`src/rtl/johnson_phase_monitor_if.sv`:
```
// Signal bundle between a 4-bit Johnson counter source and its phase monitor.
// The master drives the sampled code; the slave returns decoded phase and health status.
interface johnson_phase_monitor_if #(
    parameter int REV_W = 8,
    parameter int ERR_W = 4
);
    logic [3:0]       q_in;
    logic [2:0]       phase;
    logic [7:0]       phase_onehot;
    logic             code_valid;
    logic             seq_err;
    logic             locked;
    logic [REV_W-1:0] rev_count;
    logic [ERR_W-1:0] err_count;

    modport master (
        output q_in,
        input  phase, phase_onehot, code_valid, seq_err, locked, rev_count, err_count
    );

    modport slave (
        input  q_in,
        output phase, phase_onehot, code_valid, seq_err, locked, rev_count, err_count
    );
endinterface

```
`src/rtl/johnson_phase_monitor.sv`:
```
// Decodes a sampled 4-bit Johnson code into phase / one-hot form, checks legality and
// sequence, tracks lock, and counts revolutions and errors. All outputs are registered.
module johnson_phase_monitor #(
    parameter int LOCK_COUNT = 4,
    parameter int REV_W      = 8,
    parameter int ERR_W      = 4,
    parameter int ALLOW_HOLD = 0
) (
    input  logic clk,
    input  logic reset,
    johnson_phase_monitor_if.slave bus
);
    typedef enum logic [1:0] {UNLOCKED, ACQUIRE, LOCKED} state_t;

    localparam logic [3:0] LC = LOCK_COUNT[3:0];

    // {legal, phase index}; illegal codes return 0 in the legal bit
    function automatic logic [3:0] decode(input logic [3:0] c);
        case (c)
            4'b0000: decode = 4'b1_000;
            4'b0001: decode = 4'b1_001;
            4'b0011: decode = 4'b1_010;
            4'b0111: decode = 4'b1_011;
            4'b1111: decode = 4'b1_100;
            4'b1110: decode = 4'b1_101;
            4'b1100: decode = 4'b1_110;
            4'b1000: decode = 4'b1_111;
            default: decode = 4'b0_000;
        endcase
    endfunction

    function automatic logic [ERR_W-1:0] sat_inc(input logic [ERR_W-1:0] v);
        sat_inc = (&v) ? v : v + 1'b1;
    endfunction

    state_t           r_state;
    logic [3:0]       r_good_cnt;
    logic [3:0]       r_prev_q;
    logic             r_have_prev;
    logic [2:0]       r_phase_p1;
    logic [7:0]       r_onehot_p1;
    logic             r_code_valid_p1;
    logic             r_seq_err_p1;
    logic             r_locked_p1;
    logic [REV_W-1:0] r_rev_p1;
    logic [ERR_W-1:0] r_err_p1;

    logic [3:0] w_dec;
    logic [3:0] w_prev_dec;
    logic       w_legal;
    logic [2:0] w_idx;
    logic [2:0] w_prev_idx;
    logic       w_check;
    logic       w_good;
    logic       w_seq_err;
    logic [3:0] w_cnt_next;
    logic       w_enter_lock;
    logic       w_rev_inc;

    assign w_dec      = decode(bus.q_in);
    assign w_prev_dec = decode(r_prev_q);
    assign w_legal    = w_dec[3];
    assign w_idx      = w_dec[2:0];
    assign w_prev_idx = w_prev_dec[2:0];

    // Sequence is judged only against a legal predecessor
    assign w_check      = r_have_prev && w_prev_dec[3] && w_legal;
    assign w_good       = w_check && ((w_idx == w_prev_idx + 3'd1) ||
                                      ((ALLOW_HOLD != 0) && (bus.q_in == r_prev_q)));
    assign w_seq_err    = !w_legal || (w_check && !w_good);
    assign w_cnt_next   = r_good_cnt + 4'd1;
    assign w_enter_lock = (r_state == ACQUIRE) && w_good && (w_cnt_next == LC);
    assign w_rev_inc    = w_good && (w_prev_idx == 3'd7) && (w_idx == 3'd0) &&
                          ((r_state == LOCKED) || w_enter_lock);

    // Stage p1: registered decode, status and lock FSM
    always_ff @(posedge clk) begin
        if (reset) begin
            r_state         <= UNLOCKED;
            r_good_cnt      <= 4'd0;
            r_have_prev     <= 1'b0;
            r_phase_p1      <= 3'd0;
            r_onehot_p1     <= 8'd0;
            r_code_valid_p1 <= 1'b0;
            r_seq_err_p1    <= 1'b0;
            r_locked_p1     <= 1'b0;
            r_rev_p1        <= '0;
            r_err_p1        <= '0;
        end else begin
            r_prev_q        <= bus.q_in;
            r_have_prev     <= r_have_prev | w_legal;
            r_code_valid_p1 <= w_legal;
            r_seq_err_p1    <= w_seq_err;
            if (w_legal) begin
                r_phase_p1  <= w_idx;
                r_onehot_p1 <= 8'd1 << w_idx;
            end else begin
                r_onehot_p1 <= 8'd0;
            end
            if (w_seq_err) r_err_p1 <= sat_inc(r_err_p1);
            if (w_rev_inc) r_rev_p1 <= r_rev_p1 + 1'b1;

            if (!w_legal) begin
                r_state     <= UNLOCKED;
                r_good_cnt  <= 4'd0;
                r_locked_p1 <= 1'b0;
            end else if (w_seq_err) begin
                // Out-of-sequence legal code restarts acquisition from this code
                r_state     <= ACQUIRE;
                r_good_cnt  <= 4'd0;
                r_locked_p1 <= 1'b0;
            end else begin
                case (r_state)
                    UNLOCKED: begin
                        r_state    <= ACQUIRE;
                        r_good_cnt <= 4'd0;
                    end
                    ACQUIRE: begin
                        if (w_good) begin
                            r_good_cnt <= w_cnt_next;
                            if (w_cnt_next == LC) begin
                                r_state     <= LOCKED;
                                r_locked_p1 <= 1'b1;
                            end
                        end
                    end
                    default: ;
                endcase
            end
        end
    end

    assign bus.phase        = r_phase_p1;
    assign bus.phase_onehot = r_onehot_p1;
    assign bus.code_valid   = r_code_valid_p1;
    assign bus.seq_err      = r_seq_err_p1;
    assign bus.locked       = r_locked_p1;
    assign bus.rev_count    = r_rev_p1;
    assign bus.err_count    = r_err_p1;
endmodule

```
`src/flat_wrapper.sv`:
```
// flat-port wrapper written by rule: the top's interface ports become plain ports
module johnson_phase_monitor_flat 
#(
    parameter int LOCK_COUNT = 4,
    parameter int REV_W      = 8,
    parameter int ERR_W      = 4,
    parameter int ALLOW_HOLD = 0
)
  (clk, reset, bus_q_in, bus_phase, bus_phase_onehot, bus_code_valid, bus_seq_err, bus_locked, bus_rev_count, bus_err_count);
  johnson_phase_monitor_if #(.REV_W(REV_W), .ERR_W(ERR_W)) bus_i ();
  input  logic clk;
  input  logic reset;
  input wire logic [$bits(bus_i.q_in)-1:0] bus_q_in;
  output wire logic [$bits(bus_i.phase)-1:0] bus_phase;
  output wire logic [$bits(bus_i.phase_onehot)-1:0] bus_phase_onehot;
  output wire logic [$bits(bus_i.code_valid)-1:0] bus_code_valid;
  output wire logic [$bits(bus_i.seq_err)-1:0] bus_seq_err;
  output wire logic [$bits(bus_i.locked)-1:0] bus_locked;
  output wire logic [$bits(bus_i.rev_count)-1:0] bus_rev_count;
  output wire logic [$bits(bus_i.err_count)-1:0] bus_err_count;
  assign bus_i.q_in = bus_q_in;
  assign bus_phase = bus_i.phase;
  assign bus_phase_onehot = bus_i.phase_onehot;
  assign bus_code_valid = bus_i.code_valid;
  assign bus_seq_err = bus_i.seq_err;
  assign bus_locked = bus_i.locked;
  assign bus_rev_count = bus_i.rev_count;
  assign bus_err_count = bus_i.err_count;
  johnson_phase_monitor #(.LOCK_COUNT(LOCK_COUNT), .REV_W(REV_W), .ERR_W(ERR_W), .ALLOW_HOLD(ALLOW_HOLD)) u_core (.clk(clk), .reset(reset), .bus(bus_i));
endmodule
```
`config.mk`:
```
export PLATFORM = sky130hd
export DESIGN_NAME = johnson_phase_monitor_flat
export DESIGN_NICKNAME = d
export VERILOG_FILES = /design/src/rtl/johnson_phase_monitor_if.sv /design/src/rtl/johnson_phase_monitor.sv /design/src/flat_wrapper.sv
export SDC_FILE = /design/constraint.sdc
export NUM_CORES = 1
export LEC_CHECK = 0
export ABC_AREA = 1
export ABC_CLOCK_PERIOD_IN_PS = 2400
export CORE_ASPECT_RATIO = 0.7
export CORE_MARGIN = 2
export CORE_UTILIZATION = 50
export DETAILED_ROUTE_END_ITERATION = 8
export GPL_ROUTABILITY_DRIVEN = 0
export PLACE_DENSITY = 0.76
export RECOVER_POWER = 100
export SETUP_SLACK_MARGIN = 0.1
export SLEW_MARGIN = 10
export SYNTH_ARGS = -nofsm -noshare
export SYNTH_HDL_FRONTEND = slang
export SYNTH_SLANG_ARGS = --single-unit
```
`constraint.sdc`:
```
create_clock -name clk -period 2.4 [get_ports clk]
set_input_delay 0.36 -clock clk [delete_from_list [all_inputs] [get_ports clk]]
set_output_delay 0.36 -clock clk [all_outputs]
set_load 0.1 [all_outputs]
```
==> After elaboration in Yosys (flattened, before gate mapping) <==
Memories as Yosys holds them, arrays and structs flattened. A register that Yosys moved wholly into a read port is not among the register bits.
Index checks and enable logic that the tools add are counted.
{ "totals": {"inputBits": 6, "out_inout_bits": 26, "mem_count": 2, "ff_bits": 37, "mem_bits_ro": 128, "elab_cells": 63} }
{ "memory_table": {"columns": ["name", "depth", "width", "read_ports", "rd_clocked_by_memory_dff", "wr", "line_no", "source"], "rows": [
  ["(name not given)", 16, 4, 1, 1, 0, "johnson_phase_monitor.sv:19", "case (c)"],
  ["(name not given)", 16, 4, 1, 0, 0, "johnson_phase_monitor.sv:19", null]
]} }
{ "classes": {"shifts": 1, "bitwise_logic": 3, "addsub": 4, "mux": 7, "reduce_logical": 25, "n_eq_ne": 9} }
{ "ops": {"columns": ["cell", "count"], "rows": [
  ["1-bit logical AND", 9],
  ["3-bit AND reduction", 3],
  ["4-bit by 1-bit adder with 4-bit output (second input constant)", 2],
  ["8-bit by 1-bit adder with 8-bit output (second input constant)", 1],
  ["4-bit two-way mux", 2],
  ["4-bit case mux with 2 select lines", 1],
  ["1-bit by 3-bit << shifter with 8-bit output (first input constant)", 1],
  ["4-bit by 3-bit equality test with 1-bit output (second input constant)", 1],
  ["2-bit two-way mux", 2],
  ["2-bit case mux with 2 select lines", 1],
  ["2-bit AND reduction", 2],
  ["4-bit AND reduction", 1],
  ["3-bit by 1-bit adder with 3-bit output (second input constant)", 1],
  ["3-bit equality test", 1],
  ["3-bit equality test (second input constant)", 1],
  ["3-bit zero test", 1],
  ["3-bit by 1-bit != test with 1-bit output (second input constant)", 1],
  ["3-bit by 2-bit != test with 1-bit output (second input constant)", 1],
  ["3-bit nonzero test", 1],
  ["3-bit OR reduction", 1],
  ["2-bit by 1-bit equality test with 1-bit output (second input constant)", 1],
  ["2-bit equality test (second input constant)", 1],
  ["1-bit zero test", 2],
  ["2-bit zero test", 1],
  ["other kinds (8)", 10]
]} }

==> Depth between registers and ports, before layout <==
{ "logic_depth": {"depth_word": 8, "depth_mapped": 13, "mapped_depth_nobuf": 13} }

==> Worst setup path before layout <==
Ideal clock, no wire load.
{ "synth_path": {"kind": "register to register", "startpoint": "reg u_core.r_err_p1[0], in the netlist u_core.bus.err_count[0]", "endpoint": "reg u_core.r_err_p1[3], in the netlist u_core.bus.err_count[3]", "slack_ns": 0.491, "stages_incl_launch_ff": 6, "arrival_ns": 1.839, "path_cell_list": "dfxtp_1 -> ha_1 -> nand3_1 -> nand2_1 -> nand2_1 -> a21oi_1"} }
{ "synth_between": {"elab_chain_cells": 3} }
{ "synth_rtl": {"columns": ["element", "line_no", "source"], "rows": [
  ["start, declared", "johnson_phase_monitor.sv:46", "logic [ERR_W-1:0] r_err_p1;"],
  ["start signal, assigned", "johnson_phase_monitor.sv:100", "if (w_seq_err) r_err_p1 <= sat_inc(r_err_p1);"],
  ["parallel branches: the longest is 3 deep, another holds 4-bit by 1-bit adder with 4-bit output", null, null]
]} }
Several ways; the timed one is not identified.
A chain may end at the register's enable or synchronous reset.

==> Final worst setup path <==
{ "layout_path": {"startpoint": "in bus_q_in[1]", "endpoint": "reg u_core.r_rev_p1[4], in the netlist u_core.bus.rev_count[4]"} }
{ "layout_between": {"elab_chain_cells": 7} }
{ "layout_rtl": {"columns": ["element", "line_no", "source"], "rows": [
  ["start, declared", "flat_wrapper.sv:13", "input wire logic [$bits(bus_i.q_in)-1:0] bus_q_in;"],
  ["memory read 16 x 4 bit *", null, null],
  ["3-bit equality test / 1-bit logical AND (equally long branches)", "johnson_phase_monitor.sv:68, johnson_phase_monitor.sv:67", null],
  ["1-bit logical AND", "johnson_phase_monitor.sv:68", "assign w_good = w_check && ((w_idx == w_prev_idx + 3'd1) ||"],
  ["1-bit logical AND (2 in a row)", "johnson_phase_monitor.sv:72", "assign w_enter_lock = (r_state == ACQUIRE) && w_good && (w_cnt_next == LC);"],
  ["1-bit logical OR", "johnson_phase_monitor.sv:74", "((r_state == LOCKED) || w_enter_lock);"],
  ["1-bit logical AND *", "johnson_phase_monitor.sv:73", "assign w_rev_inc = w_good && (w_prev_idx == 3'd7) && (w_idx == 3'd0) &&"],
  ["end signal, assigned", "johnson_phase_monitor.sv:101", "if (w_rev_inc) r_rev_p1 <= r_rev_p1 + 1'b1;"],
  ["end, declared", "johnson_phase_monitor.sv:45", "logic [REV_W-1:0] r_rev_p1;"]
]} }
Every way passes the cells marked *; elsewhere a longest branch is shown, timed or not.

==> impl_metrics.env <==
export IMPL_outcome="completed"
export IMPL_routed_wl_um=3726
export IMPL_multiInputGateArea_um2=938.4
export IMPL_die_w_um=78.13
export IMPL_drcViolationCount=0
export IMPL_clock_root_buffer="clkbuf_8"
export IMPL_combPwrFrac=0.197
export IMPL_clk_latency_ns=0.30
export IMPL_vias=1651
export IMPL_yosys_top_cells_area="dfxtp_1 (39%), nand2_1 (11%), edfxtp_1 (6.2%)"
export IMPL_synthCells=248
export IMPL_p_leak_nw=0.9435
export IMPL_drt_iter0_markers=70
export IMPL_core_area_um2=3603
export IMPL_synth_top_flop_cell="dfxtp_1"
export IMPL_layout_worst_path_cycle_share=0.8953
export IMPL_p_seq_frac=0.471
export IMPL_routed_via_density=4.914
export IMPL_synthSimpleGateAreaFrac=0.3422
export IMPL_synth_top_family_by_area="simple AND/OR/NAND/NOR gates"
export IMPL_post_cts_setup_buffer_count=0
export IMPL_switchingPower_w=0.0004739
export IMPL_tns_ns=0
export IMPL_io_buffers=31
export IMPL_rows=18
export IMPL_async_reset_ff_frac=0
export IMPL_period_needed_ns=2.149
export IMPL_drtAntennaViolNets=0
export IMPL_synth_mux_area_fraction=0
export IMPL_critPathRequiredTime_ns=2.58
export IMPL_place_inst=329
export IMPL_max_freq_mhz=465.4
export IMPL_synth_area_leader_cell="dfxtp_1"
export IMPL_power_internal_w=0.001098
export IMPL_grt_pass1_vias=1420
export IMPL_cts_resized=0
export IMPL_worstPathMaxFanout=13
export IMPL_postCtsHoldBufs=0
export IMPL_firstDrtPassIters=4
export IMPL_relSlewSlack=0.2219
export IMPL_start_util=0.5337
export IMPL_critPathLaunchType="input port"
export IMPL_die_h_um=55.89
export IMPL_drv_slew=0
export IMPL_synth_edf_count=4
export IMPL_drive_gt1_frac=0.1364
export IMPL_syn_nets=259
export IMPL_ios=32
export IMPL_synth_seq_cells=41
export IMPL_fill_cells=337
export IMPL_tightestPinTransition_ns=1.172
export IMPL_ys_warn_count=0
export IMPL_p_sw_frac=0.3015
export IMPL_synthAdderAreaFrac=0.03253
export IMPL_synth_area_um2=1923
export IMPL_avgSynthCellArea_um2=7.754
export IMPL_synth_cell_types=31
export IMPL_h_tree_depth=2
export IMPL_final_common_cell="nand2_1"
export IMPL_min_path_type="register to register"
export IMPL_cts_tree="done"
export IMPL_n_antenna_cell=0
export IMPL_final_hold_violation_count=0
export IMPL_grt_pass1_wl_um=6320
export IMPL_seqCellArea_um2=860.8
export IMPL_die_area_um2=4366
export IMPL_synth_top_area_share=0.3852
export IMPL_critical_path_class="input port to register"
export IMPL_grt_total_usage=0.1820
export IMPL_power_total_w=0.001572
export IMPL_grt_overflow=0
export IMPL_vdd_drop_max_mv=0.4367
export IMPL_cts_buffers_inserted=5
export IMPL_setup_viol_count_final=0
export IMPL_clockBufferDepth=2
export IMPL_antenna_found_initial=0
export IMPL_arrival_ns=2.33
export IMPL_rsz0062_at_grt="no"
export IMPL_synth_xor_area_frac=0.01822
export IMPL_clkTransAtPathRegs_ns=0.07
export IMPL_cap_viol_max_count=0
export IMPL_power_share_clock=0.332
export IMPL_cts_sinks=41
export IMPL_grt_start_max_net_pins=14
export IMPL_power_density_nw_per_um2=702.6
export IMPL_fin_cells=336
export IMPL_endpoint_kind="register"
export IMPL_final_nets=297
export IMPL_hold_ws_ns=0.4555
export IMPL_area_growth_pct=16.33
export IMPL_final_cell_mix="nand2_1 (56), dfxtp_1 (37), clkbuf_1 (27)"
export IMPL_finalClockSkew_ns=0.007785
export IMPL_final_util=0.6208
export IMPL_synth_seq_area_share=0.4476
export IMPL_dp_final_hpwl_um=2855
export IMPL_synth_compound_area_frac=0.09629
export IMPL_wl_per_cell_um=11.09
flip-flops by register name, indices dropped and copies added, names as in the netlist, 2 cells and up:
name,count
u_core.r_prev_q,4
u_core.bus.rev_count,8
u_core.bus.phase,3
u_core.r_state,2
u_core.bus.err_count,4
u_core.r_good_cnt,4
u_core.w_prev_dec,4
u_core.bus.phase_onehot,8
power by group through the flow:
stage | sequential, W | combinational [W] | clock [W]
floorplan | 0.000860 | 0.000153 | 0
global placement | 0.000756 | 0.000325 | 0
detailed placement | 0.000756 | 0.000327 | 0
CTS | 0.000740 | 0.000327 | 0.000535
global route | 0.000744 | 0.000337 | 0.000571
finish | 0.000740 | 0.000310 | 0.000522
metal layers:
layer / GRT usage / vias to the layer above / part of all wire
met3: 0.05032 / 8 / 0.047
li1: - / 885 / -
met1: 0.2614 / 718 / 0.55
met2: 0.2549 / 40 / 0.39
met4: 0.07769 / 0 / 0.019
met5: 0 / - / 0
critical path, stage by stage:
cell and delay [ns]:
dlygate4sd3_1 0.70, nand2_2 0.16, nand2_2 0.11, inv_2 0.05, nand2_2 0.11, nand2_2 0.08
nor2_2 0.08, o21ai_1 0.14, nor2_4 0.30, nand3_1 0.12, nand2_1 0.09, nor2_1 0.04
final timing paths:
kind	from	end	slack (ns)	cells past startpoint
worst max-delay path	bus_q_in[1]	u_core.bus.rev_count[4]	0.25	12
worst min-delay path	u_core.r_have_prev	u_core.r_have_prev	0.46	2
worst max register to register	u_core.r_good_cnt[0]	u_core.bus.rev_count[4]	0.47	8
worst min register to register	u_core.r_have_prev	u_core.r_have_prev	0.46	2
Yosys cell counts (3+ instances only):
| library cell | number |
|---|---|
| ha_1 | 5 |
| o21ai_0 | 7 |
| nand2_2 | 10 |
| inv_2 | 5 |
| nor2_4 | 4 |
| dfxtp_1 | 37 |
| nand4_1 | 7 |
| o21ai_1 | 3 |
| edfxtp_1 | 4 |
| nand2_1 | 55 |
| inv_1 | 21 |
| or2_2 | 4 |
| a21oi_1 | 18 |
| nor2_1 | 25 |
| nand3_1 | 19 |
cell type report:
cell class                 count  share of cell area
inverter                      26             0.04362
clock inverter                 2             0.01566
timing repair buffer          35             0.07774
sequential                    41              0.3848
clock buffer                   5             0.03076
multi-input combinational    177              0.4195
tap                           50             0.02796
metrics by stage:
step           instance area (um2)  setup WS [ns]
2_1_floorplan                 1923         0.4910
3_3_place_gp                  2237        0.07577
3_5_place_dp                  2237        0.03169
5_1_grt                       2237         0.1063
6_report                      2237         0.2514
4_1_cts                       2341         0.3526
cells by family after synthesis:
| group | Yosys count |
|---|---|
| AO/OA/AOI/OAI | 34 |
| XOR/XNOR | 4 |
| adder cells (fa/ha/maj) | 5 |
| buffers and inverters | 30 |
| flip-flops | 41 |
| AND/OR/NAND/NOR | 134 |
No activity file was read; power rests on OpenSTA's default activity.
